## src/rtl/alu_pkg.sv

```systemverilog
// alu_pkg: opcode encodings and decode helpers shared by the ALU and its adder.
// Latency: none (constants and pure functions only).
// Backpressure: not applicable.
//
// Contents:
//   alu_op_t        3-bit ALUOp type
//   ALU_*           MIPS-style ALUOp codes
//   op_uses_sub()   1 when the shared adder must run in subtract mode
//   op_flags_ovf()  1 when the op reports signed overflow
package alu_pkg;

    typedef logic [2:0] alu_op_t;

    localparam alu_op_t ALU_AND  = 3'b000;
    localparam alu_op_t ALU_OR   = 3'b001;
    localparam alu_op_t ALU_ADD  = 3'b010;
    localparam alu_op_t ALU_XOR  = 3'b011;
    localparam alu_op_t ALU_NOR  = 3'b100;
    localparam alu_op_t ALU_SLTU = 3'b101;
    localparam alu_op_t ALU_SUB  = 3'b110;
    localparam alu_op_t ALU_SLT  = 3'b111;

    // SUB and both set-less-than ops all need A - B from the one adder.
    function automatic logic op_uses_sub(input alu_op_t op);
        return (op == ALU_SUB) || (op == ALU_SLT) || (op == ALU_SLTU);
    endfunction

    // Only true arithmetic results carry an overflow flag; comparisons use
    // the subtractor internally but must report Overflow = 0.
    function automatic logic op_flags_ovf(input alu_op_t op);
        return (op == ALU_ADD) || (op == ALU_SUB);
    endfunction

endpackage : alu_pkg

```

## src/rtl/alu_if.sv

```systemverilog
// alu_if: operand/opcode bundle into the ALU and result/flag bundle out of it.
// Latency: none (wires only).
// Backpressure: none; the ALU is always ready and samples inputs continuously.
//
// Signals:
//   A, B, ALUOp                      driven by the master (producer of operands)
//   Result, Zero, Overflow           combinational results, driven by the ALU
//   Result_q, Zero_q, Ovf_q          registered copies, driven by the ALU
interface alu_if #(
    parameter int WIDTH = 32
);
    import alu_pkg::*;

    logic [WIDTH-1:0] A;
    logic [WIDTH-1:0] B;
    alu_op_t          ALUOp;

    logic [WIDTH-1:0] Result;
    logic             Zero;
    logic             Overflow;

    logic [WIDTH-1:0] Result_q;
    logic             Zero_q;
    logic             Ovf_q;

    modport master (
        output A, B, ALUOp,
        input  Result, Zero, Overflow,
        input  Result_q, Zero_q, Ovf_q
    );

    modport slave (
        input  A, B, ALUOp,
        output Result, Zero, Overflow,
        output Result_q, Zero_q, Ovf_q
    );

endinterface : alu_if

```

## src/rtl/alu_addsub.sv

```systemverilog
// alu_addsub: single shared adder computing a + (sub ? ~b : b) + sub.
// Latency: combinational, zero cycles.
// Backpressure: none.
//
// Ports:
//   a_i, b_i      operands (two's complement)
//   sub_i         1 = subtract (a - b), 0 = add (a + b)
//   sum_o         wrapped result, modulo 2^WIDTH
//   carry_out_o   carry out of the MSB; in subtract mode 0 means a < b unsigned
//   ovf_o         signed overflow of the operation actually performed
module alu_addsub #(
    parameter int WIDTH = 32
) (
    input  logic [WIDTH-1:0] a_i,
    input  logic [WIDTH-1:0] b_i,
    input  logic             sub_i,
    output logic [WIDTH-1:0] sum_o,
    output logic             carry_out_o,
    output logic             ovf_o
);

    logic [WIDTH-1:0] b_eff;
    logic [WIDTH:0]   sum_ext;

    // Subtraction as a + ~b + 1 keeps one carry chain for every arithmetic op.
    assign b_eff   = sub_i ? ~b_i : b_i;
    assign sum_ext = {1'b0, a_i} + {1'b0, b_eff} + {{WIDTH{1'b0}}, sub_i};

    assign sum_o       = sum_ext[WIDTH-1:0];
    assign carry_out_o = sum_ext[WIDTH];

    // Overflow is judged against the effective addend: adding two same-signed
    // values that yield the opposite sign. With b inverted this is exactly the
    // subtract rule (signs of a and b differ, result sign differs from a).
    assign ovf_o = (a_i[WIDTH-1] == b_eff[WIDTH-1]) &&
                   (sum_o[WIDTH-1] != a_i[WIDTH-1]);

endmodule : alu_addsub

```

## src/rtl/alu.sv

```systemverilog
// alu: single-cycle 32-bit integer ALU (MIPS-style ALUOp) with registered result/flags.
// Latency: Result/Zero/Overflow combinational (0 cycles); *_q copies 1 cycle.
// Backpressure: none; always ready, inputs sampled every cycle.
//
// Ports:
//   clk   rising-edge clock for the registered outputs
//   rst   synchronous active-high reset; clears only the registered outputs
//   bus   alu_if slave: A, B, ALUOp in; Result, Zero, Overflow, Result_q, Zero_q, Ovf_q out
module alu
    import alu_pkg::*;
#(
    parameter int WIDTH = 32
) (
    input  logic   clk,
    input  logic   rst,
    alu_if.slave   bus
);

    // ------------------------------------------------------------------
    // Shared adder/subtractor
    // ------------------------------------------------------------------
    logic             sub;
    logic [WIDTH-1:0] sum;
    logic             carry_out;
    logic             ovf_addsub;

    assign sub = op_uses_sub(bus.ALUOp);

    alu_addsub #(
        .WIDTH (WIDTH)
    ) u_addsub (
        .a_i         (bus.A),
        .b_i         (bus.B),
        .sub_i       (sub),
        .sum_o       (sum),
        .carry_out_o (carry_out),
        .ovf_o       (ovf_addsub)
    );

    // Signed less-than: the diff sign alone is wrong when the subtraction
    // overflows (e.g. 0x80000000 - 1), so correct it with the overflow bit.
    logic slt_less;
    logic sltu_less;

    assign slt_less  = sum[WIDTH-1] ^ ovf_addsub;
    // a + ~b + 1 produces no carry exactly when a < b unsigned.
    assign sltu_less = ~carry_out;

    // ------------------------------------------------------------------
    // Op mux, flags
    // ------------------------------------------------------------------
    logic [WIDTH-1:0] result_d;
    logic             zero_d;
    logic             ovf_d;

    always_comb begin
        result_d = '0;
        unique case (bus.ALUOp)
            ALU_AND:  result_d = bus.A & bus.B;
            ALU_OR:   result_d = bus.A | bus.B;
            ALU_ADD:  result_d = sum;
            ALU_XOR:  result_d = bus.A ^ bus.B;
            ALU_NOR:  result_d = ~(bus.A | bus.B);
            ALU_SLTU: result_d = {{(WIDTH-1){1'b0}}, sltu_less};
            ALU_SUB:  result_d = sum;
            ALU_SLT:  result_d = {{(WIDTH-1){1'b0}}, slt_less};
            default:  result_d = '0;
        endcase
    end

    assign zero_d = (result_d == '0);
    assign ovf_d  = op_flags_ovf(bus.ALUOp) & ovf_addsub;

    assign bus.Result   = result_d;
    assign bus.Zero     = zero_d;
    assign bus.Overflow = ovf_d;

    // ------------------------------------------------------------------
    // Output register stage
    // ------------------------------------------------------------------
    logic [WIDTH-1:0] result_q;
    logic             zero_q;
    logic             ovf_q;

    // Reset takes priority over the capture at the same edge. Zero_q clears
    // to 0 even though Result_q = 0, marking "no valid result yet".
    always_ff @(posedge clk) begin
        if (rst) begin
            result_q <= '0;
            zero_q   <= 1'b0;
            ovf_q    <= 1'b0;
        end else begin
            result_q <= result_d;
            zero_q   <= zero_d;
            ovf_q    <= ovf_d;
        end
    end

    assign bus.Result_q = result_q;
    assign bus.Zero_q   = zero_q;
    assign bus.Ovf_q    = ovf_q;

endmodule : alu

```

## src/flat_wrapper.sv

```systemverilog
// flat-port wrapper written by rule: the top's interface ports become plain ports
module alu_flat import alu_pkg::*;
#(
    parameter int WIDTH = 32
)
  (clk, rst, bus_A, bus_B, bus_ALUOp, bus_Result, bus_Zero, bus_Overflow, bus_Result_q, bus_Zero_q, bus_Ovf_q);
  alu_if #(.WIDTH(WIDTH)) bus_i ();
  input  logic clk;
  input  logic rst;
  input wire logic [$bits(bus_i.A)-1:0] bus_A;
  input wire logic [$bits(bus_i.B)-1:0] bus_B;
  input wire logic [$bits(bus_i.ALUOp)-1:0] bus_ALUOp;
  output wire logic [$bits(bus_i.Result)-1:0] bus_Result;
  output wire logic [$bits(bus_i.Zero)-1:0] bus_Zero;
  output wire logic [$bits(bus_i.Overflow)-1:0] bus_Overflow;
  output wire logic [$bits(bus_i.Result_q)-1:0] bus_Result_q;
  output wire logic [$bits(bus_i.Zero_q)-1:0] bus_Zero_q;
  output wire logic [$bits(bus_i.Ovf_q)-1:0] bus_Ovf_q;
  assign bus_i.A = bus_A;
  assign bus_i.B = bus_B;
  assign bus_i.ALUOp = bus_ALUOp;
  assign bus_Result = bus_i.Result;
  assign bus_Zero = bus_i.Zero;
  assign bus_Overflow = bus_i.Overflow;
  assign bus_Result_q = bus_i.Result_q;
  assign bus_Zero_q = bus_i.Zero_q;
  assign bus_Ovf_q = bus_i.Ovf_q;
  alu #(.WIDTH(WIDTH)) u_core (.clk(clk), .rst(rst), .bus(bus_i));
endmodule
```

## config.mk

```make
export PLATFORM = sky130hd
export DESIGN_NAME = alu_flat
export DESIGN_NICKNAME = d
export VERILOG_FILES = /design/src/rtl/alu_pkg.sv /design/src/rtl/alu_if.sv /design/src/rtl/alu_addsub.sv /design/src/rtl/alu.sv /design/src/flat_wrapper.sv
export SDC_FILE = /design/constraint.sdc
export NUM_CORES = 1
export LEC_CHECK = 0
export CAP_MARGIN = 20
export CORE_MARGIN = 3
export CORE_UTILIZATION = 25
export CTS_CLUSTER_DIAMETER = 150
export DETAILED_ROUTE_END_ITERATION = 8
export GPL_ROUTABILITY_DRIVEN = 0
export SETUP_SLACK_MARGIN = 0.15
export SYNTH_ARGS = -nofsm -noshare
export SYNTH_HDL_FRONTEND = slang
export SYNTH_SLANG_ARGS = --single-unit
```

## constraint.sdc

```tcl
create_clock -name clk -period 5.4 [get_ports clk]
set_input_delay 0.54 -clock clk [delete_from_list [all_inputs] [get_ports clk]]
set_output_delay 0.54 -clock clk [all_outputs]
set_load 0.02 [all_outputs]
```

# ---- After elaboration in Yosys (flattened, before gate mapping)
# Cells that the tools add are included.
# W data, S select, Z words.
dict set report word_totals {
  out_inout_bits 68
  ff_bits 34
  wordCells 31
  inputBits 69
}
dict set report classes {
  bitwise_logic 8
  eq_ne 9
  n_reduce_logical 7
  add_sub_neg 2
  mux 2
}
# cell count
set op_table {}
lappend op_table {{$pmux W32 S7} 1}
lappend op_table {{$not A32 Y32} 2}
lappend op_table {{$add A32 B32 Y33} 1}
lappend op_table {{$add A33 B1 Y33} 1}
lappend op_table {{$and A32 B32 Y32} 1}
lappend op_table {{$logic_not A32 Y1} 1}
lappend op_table {{$mux W32} 1}
lappend op_table {{$or A32 B32 Y32} 1}
lappend op_table {{$xor A32 B32 Y32} 1}
lappend op_table {{$eq A3 B3 Y1 const B} 4}
lappend op_table {{$eq A3 B2 Y1 const B} 2}
lappend op_table {{$eq A3 B1 Y1 const B} 1}
lappend op_table {{$logic_not A3 Y1} 1}
lappend op_table {{$logic_or A1 B1 Y1} 3}
lappend op_table {{$reduce_or A2 Y1} 1}
lappend op_table {{$and A1 B1 Y1} 1}
lappend op_table {{$eq A1 B1 Y1} 1}
lappend op_table {{$logic_and A1 B1 Y1} 1}
lappend op_table {{$ne A1 B1 Y1} 1}
lappend op_table {{$not A1 Y1} 1}
lappend op_table {{$xor A1 B1 Y1} 1}

# ---- Longest topological paths before layout
dict set report depth {
  ltp_word 11
  depth_mapped 15
  ltp_nobuf 13
}

# ---- Modules after synthesis
# A second synthesis with hierarchy kept.
dict set report unflattened {
  hier_cells 720
  hier_area_um2 5794.3
}
# module area_per_inst_um2 n_inst cells_per_inst seq_area_each_um2
set modules_own_cells {}
lappend modules_own_cells {alu 3619.7 1 411 680.7}
lappend modules_own_cells {alu_addsub 2174.6 1 309 0.0}

# ---- Worst setup path after synthesis
# No wires, ideal clock.
dict set report synth_path {
  path_type {input-to-output}
  start {input port bus_ALUOp[1]}
  end {output port bus_Zero}
  t_required_ps 4860
  cell_stages 15
  setup_slack_ps 333
  path_buffers 3
  arrival_ps 4527
  cell_sequence {buf_4 -> o21ai_4 -> buf_1 -> xnor2_1 -> ha_1 -> buf_2 -> and4_1 -> and4_1 -> o21ai_2 -> a2111oi_4 -> nand2_1 -> or4_1 -> nor4_1 -> nand4_1 -> nor4_1}
}
dict set report synth_between {
  word_cells_on_any_way 21
  classes_between {add/sub: 2; eq/ne: 9; mux: 2; bitwise: 2; reduce/logical: 6}
}
# item line
set synth_lines {}
lappend synth_lines {{start: declaration} flat_wrapper.sv:12} ;# input wire logic [$bits(bus_i.ALUOp)-1:0] bus_ALUOp;
lappend synth_lines {{$eq A3 B3 Y1} {alu_pkg.sv:25, alu.sv:58}}
lappend synth_lines {{$logic_or A1 B1 Y1 (2 in a row)} alu_pkg.sv:25} ;# return (op == ALU_SUB) || (op == ALU_SLT) || (op == ALU_SLTU);
lappend synth_lines {{$mux W32} alu_addsub.sv:26} ;# assign b_eff = sub_i ? ~b_i : b_i;
lappend synth_lines {{$add A32 B32 Y33} alu_addsub.sv:27} ;# assign sum_ext = {1'b0, a_i} + {1'b0, b_eff} + {{WIDTH{1'b0}}, sub_i};
lappend synth_lines {{$add A33 B1 Y33} alu_addsub.sv:27}
lappend synth_lines {{$pmux W32 S7 (*)} alu.sv:58} ;# unique case (bus.ALUOp)
lappend synth_lines {{via bus_Result[11]} flat_wrapper.sv:13} ;# output wire logic [$bits(bus_i.Result)-1:0] bus_Result;
lappend synth_lines {{$logic_not A32 Y1 (*)} alu.sv:71} ;# assign zero_d = (result_d == '0);
lappend synth_lines {{end: declaration} flat_wrapper.sv:14} ;# output wire logic [$bits(bus_i.Zero)-1:0] bus_Zero;
# The timed path passes the listed nets; every way through them passes the cells marked *.

# ---- Worst setup path in the final report
dict set report layout_path {
  start {input port bus_ALUOp[1]}
  end {output port bus_Result[20]}
}
dict set report layout_between {
  elab_chain_cells 7
  word_cells_on_any_way 15
  classes_between {add/sub: 2; eq/ne: 7; mux: 2; reduce/logical: 4}
}
# item line
set layout_lines {}
lappend layout_lines {{$eq A3 B3 Y1} {alu_pkg.sv:25, alu.sv:58}}
lappend layout_lines {{$logic_or A1 B1 Y1 (2 in a row)} alu_pkg.sv:25}
lappend layout_lines {{$mux W32} alu_addsub.sv:26}
lappend layout_lines {{$add A32 B32 Y33} alu_addsub.sv:27}
lappend layout_lines {{$add A33 B1 Y33} alu_addsub.sv:27}
lappend layout_lines {{$pmux W32 S7 (*)} alu.sv:58}
lappend layout_lines {{end: declaration} flat_wrapper.sv:13}
# Mark *: on every way between the ends. The rest lies on a longest branch, timed or not.

==> results.json <==
{
  "seq_area_frac_synth_pct": 11.59,
  "dp_hpwl_um": 18400,
  "finalNonFillerCells": 1370,
  "place_area_um2": 8567,
  "worstHoldPathType": "in2reg",
  "relSlewSlack_pct": 53.33,
  "drt_iter0_drc": 356,
  "hold_violations": 0,
  "ioPinCount": 137,
  "syn_area_per_cell_um2": 7.294,
  "dp_cells": 1360,
  "avgViaCountPerCell": 4.920,
  "holdBufCountCts": 0,
  "routed_wl_um": 22440,
  "setup.worst_path.class": "in2out",
  "synth_area_leaders": "ha_1, dfxtp_1, inv_1, xnor2_1, mux2i_1",
  "worst_setup_path_start_kind": "primary input",
  "drive_above_1_share_pct": 17.60,
  "synthFlopType": "dfxtp_1",
  "core-area_um2": 22850,
  "nets": 1222,
  "tightest_slew_ns": 0.6912,
  "cts.clk_slew.worst_paths_ns": 0.06,
  "cts_root_buffer": "clkbuf_16",
  "die_h_um": 159.3,
  "drc": 0,
  "synthArstFlopShare_pct": 0,
  "cp-end-kind": "output pin",
  "antenna_found_initial": 0,
  "dr.pass1.iters": 5,
  "cts_tree": "built",
  "leakage_nw": 4.021,
  "cts_buffers": 5,
  "initial_core_util_pct": 25.70,
  "syn_area_um2": 5872,
  "cts.sinks": 34,
  "antennaDiodeCount": 0,
  "required_ns": 4.86,
  "status": "finished clean",
  "n_fill_cell": 2416,
  "synth_edf_count": 0,
  "rows": 55,
  "wl_per_cell_um": 16.38,
  "syn_nets": 970,
  "syn2layout_area_growth_pct": 49.73,
  "rsz0062_at_grt": "no",
  "crit_fanout": 5,
  "gr-total-overflow": 0,
  "fin_area_um2": 8792,
  "grt_max_degree": 53,
  "grt_pass1_vias": 6732,
  "dieArea_um2": 25360,
  "port_buffers": 136,
  "grt_pass1_wl_um": 35750,
  "synth.top_cell.area_share_pct": 20.24,
  "die_x_um": 159.3,
  "drt.antenna.violating_nets": 0,
  "vias": 6741,
  "synth_cell_types": 69,
  "fmax_mhz": 200.4,
  "yosysWarnings": 0,
  "ys_seq_elements": 34,
  "report.final.slew_viol_count": 0,
  "period_share_pct": 92.43,
  "maxCapViolations": 0,
  "setup_viol_count_final": 0,
  "htree_levels": 2,
  "grt_usage_pct": 17.21,
  "power.density_nw_per_um2": 201.5,
  "vdd_drop_max_mv": 0.1516,
  "yosysTopAreaCell": "ha_1",
  "clockBufferDepth": 2,
  "min_period_ns": 4.991,
  "crit_arrival_ns": 4.45,
  "syn_inst": 805
}
[per-stage QoR]
step	worst slack (ns)	TNS [ns]	hold slack [ns]	total power, mW	utilization (%)
after floorplan	0.3326	0	0.6116	0.8875	-
after global placement	-0.1445	-0.1445	1.335	1.447	37.50
after detailed placement	-0.1827	-0.1827	1.336	1.455	37.50
final	0.4089	0	1.091	1.772	38.48
after global routing	0.1651	0	1.160	1.892	38.48
after CTS	0.1698	0	1.087	1.759	38.12
[worst max-delay path, stage by stage]
cell and delay [ns]:
clkdlybuf4s50_1 0.46, o21ai_4 0.18, xnor2_1 0.16, inv_1 0.08, fa_1 0.41, nand2b_1 0.18, a211o_1 0.32, buf_4 0.18
a21oi_1 0.24, nor2_1 0.13, o21ai_0 0.27, xnor2_1 0.10, o221ai_1 0.37, buf_4 0.22, clkdlybuf4s50_1 0.62
[power breakdown]
part / leakage [nW] / internal (mW) / total, mW / switching [mW]
Sequential: 0.280 / 0.275 / 0.281 / 0.00599
Clock: 0.0629 / 0.169 / 0.296 / 0.127
Combinational: 3.68 / 0.579 / 1.19 / 0.615
[logic make-up (layout without fill, tap and decap cells)]
group	Yosys count	count (layout)	synth area share, %
buffers and inverters	139	391	9.184
adder cells (fa/ha/maj)	96	96	20.58
AND/OR/NAND/NOR	242	242	20.60
multiplexers	32	32	5.498
AO/OA/AOI/OAI	218	218	25.98
XOR/XNOR	44	44	6.563
flip-flops	34	34	11.59
[cell usage in the layout (no fill, tap or decap), types with 13 or more instances in the layout]
cell type / count
xnor2_1: 38
nor3_1: 13
inv_1: 100
nand2_1: 72
dfxtp_1: 34
clkdlybuf4s50_1: 134
nand3_1: 21
a21oi_1: 36
a22oi_1: 17
buf_4: 145
o21ai_0: 48
nor2b_1: 33
mux2i_1: 30
nor2_1: 43
ha_1: 94
[layer usage]
layer  track usage, %  vias to the layer above  routed length (µm)
li1                 -                     3348                   -
met1            22.74                     3133               10160
met2            29.49                      227               10420
met3            1.951                       33                1273
met4            5.133                        0                 583
met5                0                        -                   0
[what timing repair did]
item                       in CTS  in global routing
setup endpoints to repair       1                  3
pin swaps                       0                  9
resized for setup               5                 20
buffers inserted                0                  3
[synth_stat cells, drive strengths merged, types with 4 or more instances]
library cell / count
nand2: 72
a221oi: 4
nand3: 21
o221ai: 5
and3: 9
o21a: 11
or3: 6
nand4: 12
nor3: 13
dfxtp: 34
a21oi: 46
a21o: 7
xor2: 6
and4: 4
xnor2: 38
clkbuf: 19
a211oi: 8
nand2b: 9
a211o: 9
mux2i: 30
nor2b: 33
o21ai: 52
buf: 18
inv: 100
nor2: 43
ha: 95
nor4: 5
a2111oi: 4
a31oi: 10
a22oi: 17
and2: 8
o211ai: 6
[flip-flops by register name, indices dropped and copies added, names as in the netlist]
register and flops:
u_core.bus.Ovf_q 1, u_core.bus.Zero_q 1, u_core.bus.Result_q 32
[final timing paths]
kind | start | end | slack [ns] | cells past startpoint
worst max-delay path | bus_ALUOp[1] | bus_Result[20] | 0.41 | 15
worst min-delay path | bus_A[31] | u_core.bus.Ovf_q | 1.09 | 4
[cell type report]
type | count | area [µm²] | area share (%)
Clock buffer | 6 | 128.9 | 1.466
Inverter | 102 | 382.9 | 4.355
Tap cell | 313 | 391.6 | 4.454
Sequential cell | 34 | 680.7 | 7.742
Multi-Input combinational cell | 632 | 4726 | 53.75
Clock inverter | 1 | 7.507 | 0.08538
Timing Repair Buffer | 282 | 2475 | 28.15
Power figures use the tool's default switching activity.
